## config.mk

```make
export PLATFORM = sky130hd
export DESIGN_NAME = cv32e40x_xif_aes_sched
export DESIGN_NICKNAME = d
export VERILOG_FILES = /design/src/rtl/cv32e40x_xif_aes_sched.sv
export SDC_FILE = /design/constraint.sdc
export NUM_CORES = 1
export LEC_CHECK = 0
export CAP_MARGIN = 15
export CORE_ASPECT_RATIO = 1.4
export CORE_UTILIZATION = 55
export CTS_BUF_LIST = sky130_fd_sc_hd__clkbuf_8
export DETAILED_ROUTE_END_ITERATION = 6
export PLACE_DENSITY = 0.82
export SYNTH_ARGS = -nofsm -noshare
export SYNTH_HDL_FRONTEND = slang
export SYNTH_SLANG_ARGS = --single-unit
```

## constraint.sdc

```tcl
create_clock -name clk_i -period 4.4 [get_ports clk_i]
set_clock_uncertainty 0.1 [all_clocks]
set_input_delay 0.44 -clock clk_i [delete_from_list [all_inputs] [get_ports clk_i]]
set_output_delay 0.44 -clock clk_i [all_outputs]
set_load 0.01 [all_outputs]
```

## src/rtl/cv32e40x_xif_aes_sched.sv

```systemverilog
// rtl/cv32e40x_xif_aes_sched.sv - XIF issue/commit/result scheduler for one shared saes32 unit
// Holds offloaded AES32 instructions in issue order and runs committed ones through the FU one at a time.
module cv32e40x_xif_aes_sched #(
    parameter int DEPTH       = 4,
    parameter int X_ID_WIDTH  = 4,
    parameter int X_RFR_WIDTH = 32
) (
    input  logic                     clk_i,
    input  logic                     rst_n,
    input  logic                     issue_valid_i,
    output logic                     issue_ready_o,
    input  logic [31:0]              issue_instr_i,
    input  logic [X_ID_WIDTH-1:0]    issue_id_i,
    input  logic [2*X_RFR_WIDTH-1:0] issue_rs_i,
    input  logic [1:0]               issue_rs_valid_i,
    output logic                     issue_accept_o,
    input  logic                     commit_valid_i,
    input  logic [X_ID_WIDTH-1:0]    commit_id_i,
    input  logic                     commit_kill_i,
    output logic                     fu_valid_o,
    output logic [X_RFR_WIDTH-1:0]   fu_rs1_o,
    output logic [X_RFR_WIDTH-1:0]   fu_rs2_o,
    output logic [1:0]               fu_bs_o,
    output logic [3:0]               fu_op_o,
    input  logic [X_RFR_WIDTH-1:0]   fu_rd_i,
    input  logic                     fu_ready_i,
    output logic                     result_valid_o,
    input  logic                     result_ready_i,
    output logic [X_RFR_WIDTH-1:0]   result_data_o,
    output logic [X_ID_WIDTH-1:0]    result_id_o,
    output logic [4:0]               result_rd_o
);

    localparam int AW = $clog2(DEPTH);
    localparam logic [AW:0] PTR_ONE = 1;

    // AES32 instructions are offloaded on the custom-0 major opcode
    localparam logic [6:0] OPC_AES32  = 7'b0001011;
    localparam logic [4:0] F5_ESI     = 5'b10001;
    localparam logic [4:0] F5_ESMI    = 5'b10011;
    localparam logic [4:0] F5_DSI     = 5'b10101;
    localparam logic [4:0] F5_DSMI    = 5'b10111;

    typedef enum logic [1:0] {
        IDLE = 2'd0,
        EXEC = 2'd1,
        RESP = 2'd2
    } state_t;

    state_t state, state_next;

    logic [DEPTH-1:0]       ent_valid;
    logic [DEPTH-1:0]       ent_committed;
    logic [DEPTH-1:0]       ent_killed;
    logic [X_ID_WIDTH-1:0]  ent_id  [DEPTH];
    logic [X_RFR_WIDTH-1:0] ent_rs1 [DEPTH];
    logic [X_RFR_WIDTH-1:0] ent_rs2 [DEPTH];
    logic [1:0]             ent_bs  [DEPTH];
    logic [3:0]             ent_op  [DEPTH];
    logic [4:0]             ent_rd  [DEPTH];

    logic [AW:0]   head_ptr, tail_ptr;
    logic [AW-1:0] head_idx, tail_idx;
    logic          full;
    logic          id_hit;
    logic          push, pop, latch_result;
    logic          push_hit;
    logic          head_commit_now;
    logic [3:0]    dec_op;
    logic          is_aes;
    logic          unused_instr_bits;

    assign unused_instr_bits = ^issue_instr_i[24:12];

    assign head_idx = head_ptr[AW-1:0];
    assign tail_idx = tail_ptr[AW-1:0];
    assign full     = (head_ptr[AW] != tail_ptr[AW]) && (head_idx == tail_idx);

    always_comb begin
        dec_op = 4'b0000;
        case (issue_instr_i[29:25])
            F5_ESMI: dec_op = 4'b1000;
            F5_ESI:  dec_op = 4'b0100;
            F5_DSMI: dec_op = 4'b0010;
            F5_DSI:  dec_op = 4'b0001;
            default: dec_op = 4'b0000;
        endcase
    end

    assign is_aes = (issue_instr_i[6:0] == OPC_AES32) && (dec_op != 4'b0000);

    always_comb begin
        id_hit = 1'b0;
        for (int i = 0; i < DEPTH; i++) begin
            if (ent_valid[i] && (ent_id[i] == issue_id_i)) begin
                id_hit = 1'b1;
            end
        end
    end

    assign issue_ready_o  = !full && !id_hit;
    assign push           = issue_valid_i && is_aes && (issue_rs_valid_i == 2'b11) && issue_ready_o;
    assign issue_accept_o = push;
    assign push_hit       = commit_valid_i && (commit_id_i == issue_id_i);

    // Looking at this cycle's commit lets dispatch start the cycle right after commit
    always_comb begin
        head_commit_now = 1'b0;
        if (ent_valid[head_idx]) begin
            head_commit_now = ent_committed[head_idx] ||
                              (commit_valid_i && !commit_kill_i && !ent_killed[head_idx] &&
                               (ent_id[head_idx] == commit_id_i));
        end else begin
            head_commit_now = push && push_hit && !commit_kill_i;
        end
    end

    always_comb begin
        state_next     = state;
        pop            = 1'b0;
        latch_result   = 1'b0;
        fu_valid_o     = 1'b0;
        result_valid_o = 1'b0;
        case (state)
            IDLE: begin
                if (ent_valid[head_idx] && ent_killed[head_idx]) begin
                    pop = 1'b1;
                end else if (head_commit_now) begin
                    state_next = EXEC;
                end
            end
            EXEC: begin
                fu_valid_o = 1'b1;
                if (fu_ready_i) begin
                    latch_result = 1'b1;
                    state_next   = RESP;
                end
            end
            RESP: begin
                result_valid_o = 1'b1;
                if (result_ready_i) begin
                    pop        = 1'b1;
                    state_next = IDLE;
                end
            end
            default: state_next = IDLE;
        endcase
    end

    assign fu_rs1_o = fu_valid_o ? ent_rs1[head_idx] : '0;
    assign fu_rs2_o = fu_valid_o ? ent_rs2[head_idx] : '0;
    assign fu_bs_o  = fu_valid_o ? ent_bs[head_idx]  : 2'b00;
    assign fu_op_o  = fu_valid_o ? ent_op[head_idx]  : 4'b0000;

    always_ff @(posedge clk_i or negedge rst_n) begin
        if (!rst_n) begin
            state <= IDLE;
        end else begin
            state <= state_next;
        end
    end

    always_ff @(posedge clk_i or negedge rst_n) begin
        if (!rst_n) begin
            ent_valid     <= '0;
            ent_committed <= '0;
            ent_killed    <= '0;
            head_ptr      <= '0;
            tail_ptr      <= '0;
        end else begin
            for (int i = 0; i < DEPTH; i++) begin
                if (commit_valid_i && ent_valid[i] && (ent_id[i] == commit_id_i) &&
                    !ent_committed[i] && !ent_killed[i]) begin
                    if (commit_kill_i) begin
                        ent_killed[i] <= 1'b1;
                    end else begin
                        ent_committed[i] <= 1'b1;
                    end
                end
            end
            if (pop) begin
                ent_valid[head_idx]     <= 1'b0;
                ent_committed[head_idx] <= 1'b0;
                ent_killed[head_idx]    <= 1'b0;
                head_ptr                <= head_ptr + PTR_ONE;
            end
            if (push) begin
                ent_valid[tail_idx]     <= 1'b1;
                ent_committed[tail_idx] <= push_hit && !commit_kill_i;
                ent_killed[tail_idx]    <= push_hit && commit_kill_i;
                tail_ptr                <= tail_ptr + PTR_ONE;
            end
        end
    end

    always_ff @(posedge clk_i) begin
        if (push) begin
            ent_id[tail_idx]  <= issue_id_i;
            ent_rs1[tail_idx] <= issue_rs_i[X_RFR_WIDTH-1:0];
            ent_rs2[tail_idx] <= issue_rs_i[2*X_RFR_WIDTH-1:X_RFR_WIDTH];
            ent_bs[tail_idx]  <= issue_instr_i[31:30];
            ent_op[tail_idx]  <= dec_op;
            ent_rd[tail_idx]  <= issue_instr_i[11:7];
        end
    end

    always_ff @(posedge clk_i or negedge rst_n) begin
        if (!rst_n) begin
            result_data_o <= '0;
            result_id_o   <= '0;
            result_rd_o   <= '0;
        end else if (latch_result) begin
            result_data_o <= fu_rd_i;
            result_id_o   <= ent_id[head_idx];
            result_rd_o   <= ent_rd[head_idx];
        end
    end

endmodule
```

==> results of run 1 <==
-- registers in the layout, indices dropped and copies added, names as in the netlist --
register and flops:
ent_bs 8, ent_valid 4, result_rd_o 5, result_id_o 4, ent_rs1 128, head_ptr 3
ent_rs2 128, ent_rd 20, result_data_o 32, tail_ptr 3, state 2, ent_killed 4
ent_committed 4, ent_op 16, ent_id 16
-- power by group --
group          internal, mW  total, mW  switching, mW
clock network          1.42       2.66           1.24
logic                 0.271      0.431          0.160
registers              3.87       3.92         0.0426
-- final timing paths --
path                                start           endpoint  slack, ps  depth (start not counted)
min in group clk_i         result_ready_i           state[1]        370                          2
min reg2reg                result_id_o[3]     result_id_o[3]        380                          2
min                                 rst_n        tail_ptr[0]        220                          2
max                           head_ptr[0]       fu_rs1_o[22]        680                          4
max in group asynchronous           rst_n  result_data_o[24]       3070                          3
max reg2reg                   head_ptr[1]      ent_rs2[1][8]       1260                          6
-- cells in the mapped netlist (5+ instances only) --
| library cell | n | area share [%] |
|---|---|---|
| and2_1 | 71 | 2.9 |
| and3_1 | 5 | 0.20 |
| and3b_1 | 6 | 0.34 |
| buf_2 | 19 | 0.62 |
| buf_6 | 6 | 0.44 |
| clkbuf_1 | 11 | 0.27 |
| dfrtp_1 | 61 | 10 |
| edfxtp_1 | 316 | 62 |
| ha_1 | 8 | 0.66 |
| inv_1 | 11 | 0.27 |
| mux2_2 | 39 | 2.9 |
| mux2i_1 | 11 | 0.72 |
| mux4_2 | 80 | 12 |
| nand2_1 | 25 | 0.61 |
| nor2_1 | 6 | 0.15 |
| nor2b_1 | 5 | 0.20 |
| nor3_1 | 8 | 0.26 |
| nor3b_1 | 5 | 0.25 |
| nor4_1 | 5 | 0.20 |
| o21ai_0 | 15 | 0.49 |
| xnor2_1 | 11 | 0.63 |
| xor2_1 | 21 | 1.2 |
-- per-layer routing --
layer / track usage [%] / routed length [um] / vias up
li1: - / - / 3707
met1: 27.3 / 11900 / 4231
met2: 41.0 / 17300 / 301
met3: 5.20 / 2030 / 48
met4: 8.16 / 670 / 2
met5: 0 / 13 / -
-- per-stage QoR --
stage / area [um^2] / total power, mW
global route: 19300 / 7.26
detailed placement: 18200 / 4.43
finish: 19300 / 7.01
floorplan: 15300 / 4.22
CTS: 19300 / 7.08
global placement: 18200 / 4.42
-- kinds of logic (layout without fill, tap and decap cells) --
| group | Yosys count | count (layout) | share of synthesized area, % |
|---|---|---|---|
| flops | 377 | 377 | 72.2 |
| simple gates | 156 | 156 | 6.16 |
| mux | 131 | 131 | 15.5 |
| buf+inv | 52 | 377 | 1.80 |
| compound gates | 39 | 39 | 1.88 |
| xor+xnor | 32 | 32 | 1.84 |
| fa+ha+maj | 8 | 8 | 0.656 |
-- layout make-up --
type	count	area (um^2)
flip-flops and latches	377	11000
inverters	12	45.0
clock inverters	39	234
clock buffers	60	826
repair buffers	266	2700
fillers	1682	7810
well taps	365	457
multi-input cells	366	4000
-- critical path, delay by kind of cell (launching register included) --
| family | cells | cell delay [ps] |
|---|---|---|
| simple gates | 1 | 170 |
| flops | 1 | 940 |
| mux | 1 | 530 |
| buf+inv | 2 | 940 |
==> out/results.txt, run 1 <==
TritonCTS buffer count -> 54
Critical path, cell by cell -> buf_4, mux4_2, and2_1, clkdlybuf4s50_1
Sum of negative setup slack -> 0 ps
DP Cell Count -> 1,385
Final wirelength -> 31,800 um
Clock-pin slew on the worst setup and hold paths -> 60 ps
CP arrival -> 3180 ps
Tmin final -> 3720 ps
RSZ-0062 raised after global routing -> false
WS Path Type -> flip-flop to output port
Fin cells -> 1,485
Drt via density -> 5.58
Chip Width -> 143 um
Flops & latches, synth -> 377
Slew Viols, Final -> 0
DIE HEIGHT -> 199 um
First-pass DRT Iterations -> 5
CTS sink count -> 377
CTS tree -> yes
Core box area -> 27,100 um^2
GRT Overall Usage -> 23.0%
Post-DR wirelength/cell -> 21.4 um
Fin util -> 71.2%
Dominant synthesized flop cell -> edfxtp_1
Final #Nets -> 1,230
PostCTS Resize Cnt -> 0
Worst slack, placed -> 760 ps
Most common cell after layout, fill and taps aside -> edfxtp_1
Req. time, crit path -> 3860 ps
Fin Hold WS -> 220 ps
Yosys warning count -> 0
First-pass GRT wire length -> 47,900 um
Fin. Hold Viols -> 0
Worst Setup End Kind -> output port
Vias in the first global route -> 8,579
Ports -> 260
Largest net degree at the start of global routing -> 74
Clk_lat worst skew -> 580 ps
Die area -> 28,400 um^2
Ant diodes -> 0
ANT nets after route -> 0
Via count -> 8,289
Hold_buf cts -> 1
Power per cell area -> 364 nW/um^2
Post-CTS setup buffer count -> 0
Maxcap violations -> 0
Layout cells sized above 1 -> 19.8%
Area Overhead vs Synth -> 26.3%
Crit Path Max Fanout -> 35
Relative slew slack -> 43.8%
Cell Area, Synth -> 15,300 um^2
HPWL after detailed placement -> 20,600 um
EDFF count, synth -> 316
Total gr overflow -> 0
Slowest stage delay, CP -> 940 ps
Initial DRC count -> 370
GPL Wtd Cong -> 0.868
Hold Crit Class -> input port to asynchronous set/reset pin
Final Worst Setup Slack -> 675 ps
Syn Area/Cell -> 19.2 um^2
Max rail drop VDD -> 281 uV
Root buf cell -> clkbuf_8
CTS HTree Levels -> 2
Most frequent cells in the layout -> edfxtp_1, clkdlybuf4s50_1, mux4_2
Mapped Nets -> 948
Startpoint Class -> flip-flop
Initial Util -> 56.3%
CP max stage cell -> dfrtp_4
Input/output buffers -> 246
Final setup viols -> 0
Post-Syn Instances -> 795
Clock Tree Buf Depth -> 3
F_max -> 268 MHz
Synth unique cells -> 55
# rows -> 71
Slew of the pin with the lowest slew margin -> 843 ps
Leakage -> 6.82 nW
Drc violations -> 0
Post-route clock period utilization -> 84.7%
Ys async rst share -> 16.2%
Initial antenna violation count -> 1
Sequential fraction of the synthesis area -> 72.2%
Status -> finished clean
No activity file was read; power rests on OpenSTA's default activity.
==> run 2: changes to the inputs <==
--- a/config.mk
+++ b/config.mk
@@ -7,10 +7,10 @@
 export LEC_CHECK = 0
 export CAP_MARGIN = 15
 export CORE_ASPECT_RATIO = 1.4
-export CORE_UTILIZATION = 55
+export CORE_UTILIZATION = 50
 export CTS_BUF_LIST = sky130_fd_sc_hd__clkbuf_8
 export DETAILED_ROUTE_END_ITERATION = 6
-export PLACE_DENSITY = 0.82
+export PLACE_DENSITY = 0.79
 export SYNTH_ARGS = -nofsm -noshare
 export SYNTH_HDL_FRONTEND = slang
 export SYNTH_SLANG_ARGS = --single-unit
==> constraint.sdc (replaced) <==
create_clock -name clk_i -period 3.1 [get_ports clk_i]
set_clock_uncertainty 0.1 [all_clocks]
set_input_delay 0.31 -clock clk_i [delete_from_list [all_inputs] [get_ports clk_i]]
set_output_delay 0.31 -clock clk_i [all_outputs]
set_load 0.01 [all_outputs]
==> run 2 against run 1 <==
Effect of this change: clock power rose by 50%; flip-flop and latch count did not move; setup slack got worse by 570 ps; critical path depth rose by 2; power rose by 46%; critical path type unchanged; critical endpoint is now issue_accept_o; largest cell class unchanged; largest power group unchanged; highest routed layer unchanged.
==> out/results.txt, run 2 (synthesis results as in run 1) <==
Post-route clock period utilization -> 96.7%
Tmin final -> 3000 ps
GRT Overall Usage -> 21.0%
Reg2Reg Depth -> 6
Final #Nets -> 1,261
Worst Setup End Kind -> output port
Fin. Hold Viols -> 0
First-pass GRT wire length -> 49,200 um
Clock-pin slew on the worst setup and hold paths -> 60 ps
F_max -> 334 MHz
Via count -> 8,391
DIE HEIGHT -> 209 um
Biggest registers after layout -> ent_rs1 (128), ent_rs2 (128), result_data_o (32)
Maxcap violations -> 0
WS Path Type -> flip-flop to output port
Layout cells sized above 1 -> 22.7%
Post-DR wirelength/cell -> 21.3 um
Slew Viols, Final -> 0
CTS HTree Levels -> 2
Core box area -> 30,000 um^2
Reg2Reg Launch Point -> head_ptr[1]
Req. time, crit path -> 2690 ps
Initial antenna violation count -> 2
ANT nets after route -> 0
HPWL after detailed placement -> 21,400 um
CP arrival -> 2590 ps
Crit Path Max Fanout -> 5
Root buf cell -> clkbuf_8
Vias in the first global route -> 8,966
# rows -> 75
Total gr overflow -> 0
Leakage -> 7.06 nW
Largest net degree at the start of global routing -> 73
Startpoint Class -> flip-flop
Hold Startpoint -> fu_rd_i[12]
Relative slew slack -> 46.6%
Initial Util -> 50.8%
Final Worst Setup Slack -> 104 ps
Origin of the worst setup path -> ent_id[1][0]
Area Overhead vs Synth -> 29.6%
Worst slack, placed -> 134 ps
CTS sink count -> 377
Max rail drop VDD -> 412 uV
Final setup viols -> 0
Die area -> 31,200 um^2
GPL Wtd Cong -> 0.883
Hold Crit Class -> input port to flip-flop
Most common cell after layout, fill and taps aside -> edfxtp_1
Slew of the pin with the lowest slew margin -> 801 ps
Chip Width -> 150 um
Worst Hold Depth -> 2
Most frequent cells in the layout -> edfxtp_1, clkdlybuf4s50_1, mux4_2
Initial DRC count -> 373
First-pass DRT Iterations -> 4
Clock Tree Buf Depth -> 3
Drc violations -> 0
Status -> finished clean
Final wirelength -> 32,700 um
Input/output buffers -> 246
Ports -> 260
Power per cell area -> 517 nW/um^2
Fillers -> 2,053
Fin Hold WS -> 227 ps
Clk_lat worst skew -> 590 ps
TritonCTS buffer count -> 55
Drt via density -> 5.45
CTS tree -> yes
-- run 2: cell type report --
| class | instances | area (um^2) | area share, % |
|---|---|---|---|
| Antenna cell | 2 | 5.00 | 0.0253 |
| Clock buffer | 62 | 853 | 4.31 |
| Clock inverter | 39 | 272 | 1.37 |
| Inverter | 12 | 45.0 | 0.228 |
| Multi-Input combinational cell | 366 | 4020 | 20.3 |
| Sequential cell | 377 | 11000 | 55.7 |
| Tap cell | 385 | 482 | 2.44 |
| Timing Repair Buffer | 296 | 3080 | 15.6 |
-- run 2: worst paths after layout --
check / end / slack (ps)
max: issue_accept_o / 100
min: result_data_o[12] / 230
max reg2reg: ent_rs2[2][6] / 690
min reg2reg: result_id_o[0] / 380
max in group asynchronous: head_ptr[0] / 2030
min in group asynchronous: ent_killed[0] / 280
-- run 2: report_power, final --
part | internal, mW | switching (mW) | leakage (nW) | total, mW
combinational | 0.439 | 0.299 | 2.74 | 0.738
sequential | 5.50 | 0.00914 | 3.69 | 5.51
clock | 2.16 | 1.82 | 0.623 | 3.98
total | 8.10 | 2.12 | 7.06 | 10.2
-- run 2: metal layers --
metal | GRT usage (%) | vias up | routed length [um]
met5 | 0 | - | 13
met4 | 8.46 | 2 | 933
met3 | 4.10 | 60 | 1720
met2 | 37.7 | 269 | 17700
met1 | 24.5 | 4297 | 12300
li1 | - | 3763 | -
-- run 2: what timing repair did --
item	in CTS	in global routing
hold endpoints to repair	61	0
gates resized for setup	3	4
hold buffers	1	0
setup buffers	3	8
pin swaps	0	1
gates cloned	0	1
setup endpoints to repair	60	29
-- run 2: stage by stage --
stage / TNS (ps) / cells / cell area (um^2) / power, mW / utilization, %
3_5_place_dp: 0 / 1423 / 18500 / 6.31 / 61.6
2_1_floorplan: 0 / 795 / 15300 / 6.00 / -
5_1_grt: -9.38 / 1538 / 19800 / 10.6 / 65.9
3_3_place_gp: 0 / 1423 / 18500 / 6.30 / 61.6
4_1_cts: 0 / 1528 / 19700 / 10.3 / 65.5
6_report: 0 / 1539 / 19800 / 10.2 / 65.9
-- run 2: critical path: stages, from the launching register on --
cell and delay, ps:
edfxtp_1 480, xor2_1 180, nor4_1 80, nor3_2 290, buf_4 200, and3_4 220
clkdlybuf4s50_1 550
